[src/rtl/coin_input_conditioner_pkg.sv]
// Shared definitions for the coin front end and the dispenser: FSM state
// encodings and coin values.
package coin_input_conditioner_pkg;

  typedef enum logic [2:0] {
    ST_IDLE     = 3'd0,
    ST_HOLD_U   = 3'd1,
    ST_HOLD_D   = 3'd2,
    ST_WAIT_REL = 3'd3,
    ST_GAP      = 3'd4
  } coin_state_e;

  localparam logic [7:0] COIN_U_VAL = 8'd1;
  localparam logic [7:0] COIN_D_VAL = 8'd2;

  function automatic logic [7:0] sat_add8(input logic [7:0] a, input logic [7:0] b);
    logic [8:0] sum;
    sum = {1'b0, a} + {1'b0, b};
    return sum[8] ? 8'hFF : sum[7:0];
  endfunction

endpackage

[src/rtl/coin_input_conditioner_debounce.sv]
// coin_debounce: 2-flop synchroniser, stability-counter debounce and a
// registered one-cycle rise event on the filtered level.
module coin_debounce #(
  parameter int unsigned DEB_CYCLES = 500000
) (
  input  logic clk,
  input  logic rst,
  input  logic raw,
  output logic level,
  output logic rise
);

  localparam int unsigned CW = $clog2(DEB_CYCLES + 1);
  localparam logic [CW-1:0] CNT_MAX = CW'(DEB_CYCLES - 1);

  logic          sync1_q, sync2_q;
  logic          filt_q, filt_d;
  logic          rise_q, rise_d;
  logic [CW-1:0] cnt_q, cnt_d;

  always_comb begin
    filt_d = filt_q;
    rise_d = 1'b0;
    cnt_d  = '0;
    if (sync2_q != filt_q) begin
      if (cnt_q == CNT_MAX) begin
        filt_d = sync2_q;
        rise_d = sync2_q;
      end else begin
        cnt_d = cnt_q + 1'b1;
      end
    end
  end

  always_ff @(posedge clk or posedge rst) begin
    if (rst) begin
      sync1_q <= 1'b0;
      sync2_q <= 1'b0;
      filt_q  <= 1'b0;
      rise_q  <= 1'b0;
      cnt_q   <= '0;
    end else begin
      sync1_q <= raw;
      sync2_q <= sync1_q;
      filt_q  <= filt_d;
      rise_q  <= rise_d;
      cnt_q   <= cnt_d;
    end
  end

  assign level = filt_q;
  assign rise  = rise_q;

endmodule

[src/rtl/coin_input_conditioner.sv]
// Coin input conditioner: debounced coin lines -> exclusive, stretched coin
// strobes with reject pulse. Optional running total under COIN_TOTAL_EN.
module coin_input_conditioner
  import coin_input_conditioner_pkg::*;
#(
  parameter int unsigned DEB_CYCLES  = 500000,
  parameter int unsigned HOLD_CYCLES = 200000
) (
  input  logic       clk,
  input  logic       rst,
  input  logic       u_raw,
  input  logic       d_raw,
  output logic       coin_u,
  output logic       coin_d,
  output logic       reject,
  output logic       busy
`ifdef COIN_TOTAL_EN
  ,
  output logic [7:0] coin_total
`endif
);

  localparam int unsigned HW = $clog2(HOLD_CYCLES + 1);
  localparam logic [HW-1:0] HOLD_MAX = HW'(HOLD_CYCLES - 1);

  logic u_level, u_rise, d_level, d_rise;

  coin_debounce #(.DEB_CYCLES(DEB_CYCLES)) u_deb (
    .clk(clk), .rst(rst), .raw(u_raw), .level(u_level), .rise(u_rise)
  );

  coin_debounce #(.DEB_CYCLES(DEB_CYCLES)) d_deb (
    .clk(clk), .rst(rst), .raw(d_raw), .level(d_level), .rise(d_rise)
  );

  coin_state_e   state_q, state_d;
  logic [HW-1:0] hold_cnt_q, hold_cnt_d;
  logic          reject_q, reject_d;

  always_comb begin
    state_d    = state_q;
    hold_cnt_d = hold_cnt_q;
    reject_d   = 1'b0;
    unique case (state_q)
      ST_IDLE: begin
        hold_cnt_d = '0;
        if (u_rise && d_rise) begin
          reject_d = 1'b1;
          state_d  = ST_WAIT_REL;
        end else if (u_rise) begin
          state_d = ST_HOLD_U;
        end else if (d_rise) begin
          state_d = ST_HOLD_D;
        end
      end
      ST_HOLD_U, ST_HOLD_D: begin
        // Only the other channel can be refused here; the strobe itself runs to completion.
        reject_d = (state_q == ST_HOLD_U) ? d_rise : u_rise;
        if (hold_cnt_q == HOLD_MAX) begin
          hold_cnt_d = '0;
          state_d    = ST_WAIT_REL;
        end else begin
          hold_cnt_d = hold_cnt_q + 1'b1;
        end
      end
      ST_WAIT_REL: begin
        reject_d   = u_rise | d_rise;
        hold_cnt_d = '0;
        if (!u_level && !d_level) state_d = ST_GAP;
      end
      ST_GAP: begin
        reject_d = u_rise | d_rise;
        if (hold_cnt_q == HOLD_MAX) begin
          hold_cnt_d = '0;
          state_d    = ST_IDLE;
        end else begin
          hold_cnt_d = hold_cnt_q + 1'b1;
        end
      end
      default: begin
        hold_cnt_d = '0;
        state_d    = ST_IDLE;
      end
    endcase
  end

  always_ff @(posedge clk or posedge rst) begin
    if (rst) begin
      state_q    <= ST_IDLE;
      hold_cnt_q <= '0;
      reject_q   <= 1'b0;
    end else begin
      state_q    <= state_d;
      hold_cnt_q <= hold_cnt_d;
      reject_q   <= reject_d;
    end
  end

  assign coin_u = (state_q == ST_HOLD_U);
  assign coin_d = (state_q == ST_HOLD_D);
  assign reject = reject_q;
  assign busy   = (state_q != ST_IDLE);

`ifdef COIN_TOTAL_EN
  logic [7:0] total_q, total_d;

  always_comb begin
    total_d = total_q;
    if (state_q == ST_IDLE && state_d == ST_HOLD_U) total_d = sat_add8(total_q, COIN_U_VAL);
    if (state_q == ST_IDLE && state_d == ST_HOLD_D) total_d = sat_add8(total_q, COIN_D_VAL);
  end

  always_ff @(posedge clk or posedge rst) begin
    if (rst) total_q <= '0;
    else     total_q <= total_d;
  end

  assign coin_total = total_q;
`endif

endmodule

[config.mk]
export PLATFORM = sky130hd
export DESIGN_NAME = coin_input_conditioner
export DESIGN_NICKNAME = d
export VERILOG_FILES = /design/src/rtl/coin_input_conditioner_pkg.sv /design/src/rtl/coin_input_conditioner_debounce.sv /design/src/rtl/coin_input_conditioner.sv
export SDC_FILE = /design/constraint.sdc
export NUM_CORES = 1
export LEC_CHECK = 0
export BUFFER_PORTS_ARGS = -buffer_cell sky130_fd_sc_hd__clkbuf_2
export CAP_MARGIN = 30
export CORE_UTILIZATION = 25
export DETAILED_ROUTE_END_ITERATION = 8
export PLACE_DENSITY = 0.48
export SLEW_MARGIN = 20
export SYNTH_ARGS = -nofsm -noshare
export SYNTH_HDL_FRONTEND = slang
export SYNTH_SLANG_ARGS = --single-unit
[constraint.sdc]
create_clock -name clk -period 5.51 [get_ports clk]
set_input_delay 1.102 -clock clk [delete_from_list [all_inputs] [get_ports clk]]
set_output_delay 1.102 -clock clk [all_outputs]
set_load 0.005 [all_outputs]
Word-level counts from Yosys, hierarchy flattened --
Index checks and enable logic that the tools add are counted.
Operators by class: $add $sub $neg 3, equal/unequal tests 13, mux-type cells 20, bitwise operators 1, reduce and logical (&&, ||, !) cells 12
Operators with widths (count):
- $mux W19 | 4
- $add A19 B1 Y19 const B | 2
- $eq A19 B19 Y1 const B | 2
- $mux W18 | 2
- $add A18 B1 Y18 const B | 1
- $eq A18 B18 Y1 const B | 1
- $mux W3 | 6
- $pmux W3 S4 | 1
- $eq A3 B2 Y1 const B | 2
- $mux W1 | 6
- $ne A2 B2 Y1 const B | 3
- $ne A4 B2 Y1 const B | 1
- $reduce_and A2 Y1 | 2
- $reduce_and A4 Y1 | 1
- $reduce_or A2 Y1 | 2
- $eq A3 B1 Y1 const B | 1
- $eq A3 B3 Y1 const B | 1
- $logic_not A3 Y1 | 1
- $pmux W1 S3 | 1
- $reduce_bool A3 Y1 | 1
- $reduce_or A3 Y1 | 1
- $logic_and A1 B1 Y1 | 2
- $logic_not A1 Y1 | 2
- $ne A1 B1 Y1 | 2
- $or A1 B1 Y1 | 1
Storage, ports and cells: bits in registers 68, output and inout bits 4

Logic depth before layout (Yosys ltp) --
Gate-level depths: netlist of run 1.
word-level depth 4, mapped depth 6

Cells and area by module --
A second synthesis of run 1 with hierarchy kept.
Second synthesis, totals: cell total of the unflattened synthesis 338, area total of the unflattened synthesis 3495.9 sq um
Modules (own cells, without submodules):
- coin_debounce | instances 2, cells an instance 108, area an instance 1153.6 sq um, seq. area each 575.6 sq um
- coin_input_conditioner | instances 1, cells an instance 122, area an instance 1188.6 sq um, seq. area each 550.5 sq um

Worst setup path after synthesis of run 1 --
No wires, ideal clock.
path kind reg2out, start register state_q[0], end output busy, data arrival time 0.918 ns, required time 4.408 ns, setup slack 3.490 ns, stages on the path, launching flop included 3, path buffers 1, cell sequence dfrtp_1 -> clkbuf_1 -> or3_1
On the way: longest elaborated chain between the ends 1
RTL lines:
- start, declared | RTL line coin_input_conditioner.sv:36 | coin_state_e state_q, state_d;
- start signal, assigned | RTL line coin_input_conditioner.sv:93 | state_q <= state_d;
- $reduce_bool A3 Y1 | RTL line coin_input_conditioner.sv:102 | assign busy = (state_q != ST_IDLE);
- end, declared | RTL line coin_input_conditioner.sv:16 | output logic busy
No other way between the ends.

Final worst setup path of run 1 --
Ends and elaborated chain as after synthesis.

==> results of run 1 <==
[per-layer routing]
metal  up-vias  routed length, microns  global-route usage, %
li1       1238                       -                      -
met1      1167                    3236                  13.50
met2        32                    2809                  15.27
met3         7                     252                  3.891
met4         0                     104                  4.464
met5         -                       0                      0
[Yosys cell counts, drive strengths merged, types with 2 or more instances]
master / n
dfrtp: 68
nor2: 50
xnor2: 27
nand2: 25
nand3: 19
a21oi: 18
or3: 14
o21ai: 12
xor2: 11
inv: 10
nor4: 10
nand4: 9
nor3: 9
or4: 9
o31ai: 6
clkbuf: 5
and4: 4
buf: 4
nor4b: 4
ha: 3
nand2b: 3
or2: 3
mux2: 2
nor3b: 2
or4b: 2
[registers in the layout (all words and copies together) (netlist names)]
signal	cells
d_deb.level	1
d_deb.sync2_q	1
u_deb.cnt_q	19
u_deb.sync2_q	1
reject	1
d_deb.rise	1
state_q	3
u_deb.level	1
hold_cnt_q	18
d_deb.cnt_q	19
d_deb.sync1_q	1
u_deb.sync1_q	1
u_deb.rise	1
[critical path: cells and delay by family, from the launching register on]
kind / cells / cell delay, ns
simple gates: 1 / 0.40
flops: 1 / 0.48
buf+inv: 1 / 0.12
[final cells by class]
type                            count  area share [%]
Sequential cell                    68           44.18
Clock buffer                       11           6.043
Tap cell                          172           5.588
Multi-Input combinational cell    254           40.55
Timing Repair Buffer                9           1.300
Clock inverter                      5           1.365
Inverter                           10          0.9747
[stage by stage]
step	hold WS, ns	setup WS (ns)	total power (W)
floorplan	0.3312	2.696	0.0005351
global placement	0.3390	3.155	0.0005448
finish	0.3498	3.080	0.001081
detailed placement	0.3426	3.216	0.0005452
CTS	0.3542	3.068	0.001104
global route	0.3569	2.932	0.001134
[worst min-delay path by stage]
stage                                        from                 endpoint  slack, ns  cells after the start
after floorplan           d_deb.sync1_q$_DFF_PP0_  d_deb.sync2_q$_DFF_PP0_       0.33                      0
after global placement    d_deb.sync1_q$_DFF_PP0_  d_deb.sync2_q$_DFF_PP0_       0.34                      0
after detailed placement  d_deb.sync1_q$_DFF_PP0_  d_deb.sync2_q$_DFF_PP0_       0.34                      0
after CTS                 d_deb.sync1_q$_DFF_PP0_  d_deb.sync2_q$_DFF_PP0_       0.35                      0
after global routing      d_deb.sync1_q$_DFF_PP0_  d_deb.sync2_q$_DFF_PP0_       0.36                      0
final                     d_deb.sync1_q$_DFF_PP0_  d_deb.sync2_q$_DFF_PP0_       0.35                      0
[kinds of logic after synthesis]
family / after synthesis
buffers and inverters: 19
AO/OA/AOI/OAI: 42
adder cells (fa/ha/maj): 3
AND/OR/NAND/NOR: 169
XOR/XNOR: 38
flip-flops: 68
multiplexers: 2
[report_power, final]
group          leakage, nW  switching, W  internal [W]
Clock                0.139      0.000199      0.000348
Combinational        0.344     0.0000186    0.00000638
Sequential           0.936    0.00000476      0.000505
==> results.sh, run 1 <==
export IMPL_synth_top_family_by_area="simple AND/OR/NAND/NOR gates"
export IMPL_place_area_sq_um=3566
export IMPL_drc_errors=0
export IMPL_crit_end="busy"
export IMPL_synthMuxAreaShare_pct=0.6759
export IMPL_power_density_nw_per_um2=280.8
export IMPL_async_reset_ff_share_pct=100.0
export IMPL_multi_input_area_sq_um=1562
export IMPL_grt_pass1_vias=2454
export IMPL_postCtsHoldBufs=0
export IMPL_antennaDiodeCount=0
export IMPL_track_usage_pct=10.37
export IMPL_cp_end_kind="primary output"
export IMPL_setup_viol_count_final=0
export IMPL_status="finished, final reports clean"
export IMPL_drv_cap=0
export IMPL_finalHoldViolations=0
export IMPL_grt_max_degree=52
export IMPL_regArea_sq_um=1702
export IMPL_cp_data_required_time_ns=4.41
export IMPL_critPathSlowestCell="dfrtp_1"
export IMPL_ctsResizeCount=0
export IMPL_routedWlPerCell_microns=12.10
export IMPL_synthAdderAreaFrac_pct=1.127
export IMPL_ios=8
export IMPL_synth_seq_area_share_pct=51.07
export IMPL_r2r_cells=6
export IMPL_initial_core_util_pct=25.98
export IMPL_synthSimpleGateAreaFrac_pct=26.92
export IMPL_ant_nets=0
export IMPL_core_sq_um=12820
export IMPL_postSynthCellCount=341
export IMPL_fin_area_sq_um=3851
export IMPL_final_core_utilization_pct=30.03
export IMPL_final_common_cell="dfrtp_1"
export IMPL_cts_buffers=9
export IMPL_crit_start="state_q[0]$_DFFE_PP0P_"
export IMPL_worst_setup_path_type="reg -> out"
export IMPL_cts_clk_slew_worst_paths_ns=0.05
export IMPL_fin_skew_ns=0.005382
export IMPL_yosys_most_used_dff="dfrtp_1"
export IMPL_yosysWarnings=0
export IMPL_root_buffer="clkbuf_16"
export IMPL_synth_top_area_cell="dfrtp_1"
export IMPL_fin_crit_ns=2.430
export IMPL_vias_per_cell=4.620
export IMPL_layout_common_cells="dfrtp_1, nor2_1, xnor2_1, nand2_1"
export IMPL_clockBufferDepth=2
export IMPL_grt_pass1_wl_microns=11540
export IMPL_rsz0062_at_grt="false"
export IMPL_startpoint_type="flip-flop"
export IMPL_h_tree_depth=3
export IMPL_cts_setup_buffers=0
export IMPL_path_cells="or3_1 -> clkbuf_2"
export IMPL_drt_wl_total_microns=6402
export IMPL_drt_iter0_drc=120
export IMPL_ys_top_cells_by_area="dfrtp_1, xnor2_1, nor2_1, xor2_1, nand2_1"
export IMPL_nets=359
export IMPL_die_h_microns=117.4
export IMPL_die_w_microns=117.4
export IMPL_port_buffers=7
export IMPL_synth_edff_count=0
export IMPL_p_leak_nw=1.419
export IMPL_tns_ns=0
export IMPL_place_gp_congestion=0.7678
export IMPL_first_pass_iters=4
export IMPL_synth_xor_area_share_pct=9.989
export IMPL_dp_final_hpwl_microns=4288
export IMPL_post_synth_num_cell_types=42
export IMPL_tightest_slew_ns=0.7212
export IMPL_cts_sinks=68
export IMPL_grt_ovfl_total=0
export IMPL_cts_tree="built"
export IMPL_std_cell_rows=41
export IMPL_period_share_pct=44.10
export IMPL_cp_max_fo=11
export IMPL_synth_compound_area_share_pct=7.736
export IMPL_max_slew_margin_pct=51.92
export IMPL_ys_seq_elements=68
export IMPL_synthesis_nets=348
export IMPL_clock_latency_ns=0.33
export IMPL_cp_data_arrival_time_ns=1.33
export IMPL_fillers=1356
export IMPL_antenna_found_initial=0
export IMPL_min_path_type="reg -> reg"
export IMPL_dieArea_sq_um=13790
export IMPL_drive_gt1_share_pct=9.804
export IMPL_vias=2444
export IMPL_netlist_area_leader_share_pct=51.07
export IMPL_critPathMaxStageDelay_ns=0.48
export IMPL_r2r_end="d_deb.cnt_q[5]$_DFF_PP0_"
export IMPL_timing_fmax_ghz=0.4116
export IMPL_area_growth_synth_to_final_pct=15.58
export IMPL_r2r_setup_slack_ns=3.26
export IMPL_synth_area_sq_um=3332
export IMPL_ir_drop_v=0.0001399
export IMPL_slew_viol_final=0
export IMPL_timing_rr_start="d_deb.cnt_q[0]$_DFF_PP0_"
export IMPL_dp_cells=513
export IMPL_syn_avg_cell_area_sq_um=9.771
export IMPL_layoutNonFillerInstCount=529
No activity file was read; power rests on OpenSTA's default activity.
==> run 2: changes to the inputs <==
==> constraint.sdc (replaced) <==
create_clock -name clk -period 2.3 [get_ports clk]
set_input_delay 0.46 -clock clk [delete_from_list [all_inputs] [get_ports clk]]
set_output_delay 0.46 -clock clk [all_outputs]
set_load 0.005 [all_outputs]
==> run 2 against run 1 <==
Effect of this change: combinational power grew to 2.6 times the previous value; hold slack got worse by 0.24 ns; non-clock buffer count grew 4; clock skew increased by 0.0022 ns; global-route usage rose by 0.053 points; design area grew 0.49%; critical path type is now reg -> reg.
==> results.sh, run 2 (synthesis results as in run 1) <==
export IMPL_status="finished, final reports clean"
export IMPL_dp_final_hpwl_microns=4360
export IMPL_timing_fmax_ghz=0.4955
export IMPL_die_w_microns=117.4
export IMPL_cp_max_fo=5
export IMPL_fin_crit_ns=2.018
export IMPL_met2_usage_pct=14.87
export IMPL_cp_data_arrival_time_ns=2.27
export IMPL_power_density_nw_per_um2=646.4
export IMPL_grt_ovfl_total=0
export IMPL_power_w=0.002502
export IMPL_r2r_setup_slack_ns=0.28
export IMPL_grt_max_degree=52
export IMPL_drt_wl_total_microns=6467
export IMPL_slew_viol_final=0
export IMPL_ant_nets=0
export IMPL_min_path_type="in -> async"
export IMPL_grt_busiest_layer="met2"
export IMPL_final_common_cell="dfrtp_1"
export IMPL_p_leak_nw=1.439
export IMPL_grt_pass1_vias=2368
export IMPL_period_share_pct=87.74
export IMPL_max_slew_margin_pct=69.83
export IMPL_rsz0062_at_grt="false"
export IMPL_tightest_slew_ns=0.4463
export IMPL_worst_setup_path_type="reg -> reg"
export IMPL_r2r_cells=4
export IMPL_fin_skew_ns=0.007627
export IMPL_met3_usage_pct=3.599
export IMPL_clockBufferDepth=2
export IMPL_path_buf_inv=0
export IMPL_h_tree_depth=3
export IMPL_grt_pass1_wl_microns=11500
export IMPL_first_pass_iters=4
export IMPL_top_regs="d_deb.cnt_q (19), u_deb.cnt_q (19), hold_cnt_q (18)"
export IMPL_cp_data_required_time_ns=2.55
export IMPL_vias_per_cell=4.569
export IMPL_port_buffers=7
export IMPL_drc_errors=0
export IMPL_nets=363
export IMPL_track_usage_pct=10.42
export IMPL_layout_common_cells="dfrtp_1, nor2_1, xnor2_1, nand2_1"
export IMPL_root_buffer="clkbuf_16"
export IMPL_ios=8
export IMPL_ctsResizeCount=0
export IMPL_initial_core_util_pct=25.98
export IMPL_area_growth_synth_to_final_pct=16.15
export IMPL_postCtsHoldBufs=0
export IMPL_dieArea_sq_um=13790
export IMPL_drive_gt1_share_pct=10.58
export IMPL_path_cells="or4b_1 -> or4_4 -> or3_1 -> a21boi_1"
export IMPL_cts_setup_buffers=0
export IMPL_die_h_microns=117.4
export IMPL_vias=2426
export IMPL_ir_drop_v=0.0003501
export IMPL_finalHoldViolations=0
export IMPL_critPathSlowestCell="or4b_1"
export IMPL_path_depth=4
export IMPL_crit_family="simple AND/OR/NAND/NOR gates"
export IMPL_clock_latency_ns=0.33
export IMPL_drv_cap=0
export IMPL_r2r_end="state_q[0]$_DFFE_PP0P_"
export IMPL_critPathMaxStageDelay_ns=0.53
export IMPL_antennaDiodeCount=0
export IMPL_cts_buffers=9
export IMPL_antenna_found_initial=0
export IMPL_tns_ns=0
export IMPL_setup_viol_count_final=0
export IMPL_std_cell_rows=41
export IMPL_met1_usage_pct=14.19
export IMPL_cp_end_kind="flip-flop"
export IMPL_cts_tree="built"
export IMPL_core_sq_um=12820
export IMPL_drt_iter0_drc=76
export IMPL_routedWlPerCell_microns=12.18
export IMPL_startpoint_type="flip-flop"
export IMPL_cts_clk_slew_worst_paths_ns=0.06
export IMPL_cts_sinks=68
export IMPL_timing_rr_start="hold_cnt_q[14]$_DFF_PP0_"
export IMPL_place_gp_congestion=0.7895
-- run 2: cell count changes in the layout (fill, tap and decap cells not counted), sizes merged --
| cell | previous run | this run |
|---|---|---|
| bufinv | 1 | 0 |
| clkinvlp | 1 | 0 |
| buf | 2 | 6 |
-- run 2: final cells by class --
| type | count | area, sq um |
|---|---|---|
| fillers | 1381 | 8955 |
| flip-flops and latches | 68 | 1702 |
| multi-input cells | 254 | 1553 |
| clock buffers | 11 | 242.7 |
| well taps | 172 | 215.2 |
| repair buffers | 13 | 105.1 |
| inverters | 10 | 37.54 |
| clock inverters | 3 | 15.01 |
-- run 2: per-stage QoR --
step	hold WS [ns]	utilization (%)	std cells	setup slack, ns	area [sq um]
after global placement	0.3385	28.17	517	0.3064	3612
final	0.1129	30.18	531	0.2820	3870
after CTS	0.1156	30.18	531	0.2809	3870
after global routing	0.1287	30.18	531	0.1981	3870
after detailed placement	0.3418	28.17	517	0.2908	3612
after floorplan	0.3312	-	341	0.1285	3332
-- run 2: how the worst max path moves through the flow --
stage | start | end | slack [ns]
3_5_place_dp | hold_cnt_q[14]$_DFF_PP0_ | state_q[0]$_DFFE_PP0P_ | 0.29
2_1_floorplan | rst | d_deb.cnt_q[0]$_DFF_PP0_ | 0.13
4_1_cts | hold_cnt_q[14]$_DFF_PP0_ | state_q[0]$_DFFE_PP0P_ | 0.28
6_report | hold_cnt_q[14]$_DFF_PP0_ | state_q[0]$_DFFE_PP0P_ | 0.28
5_1_grt | hold_cnt_q[0]$_DFF_PP0_ | state_q[0]$_DFFE_PP0P_ | 0.20
3_3_place_gp | hold_cnt_q[14]$_DFF_PP0_ | state_q[0]$_DFFE_PP0P_ | 0.31
-- run 2: where the power goes --
| group | leakage (nW) | internal, W | total (W) | switching [W] |
|---|---|---|---|---|
| Sequential | 0.936 | 0.00121 | 0.00122 | 0.0000110 |
| Combinational | 0.372 | 0.0000196 | 0.0000651 | 0.0000455 |
| Clock | 0.131 | 0.000740 | 0.00122 | 0.000476 |
| Total | 1.44 | 0.00197 | 0.00250 | 0.000532 |
-- run 2: layer usage --
metal,vias up,wire length (microns)
met5,-,0
met4,0,109
met3,8,190
met2,20,2767
met1,1165,3399
li1,1233,-
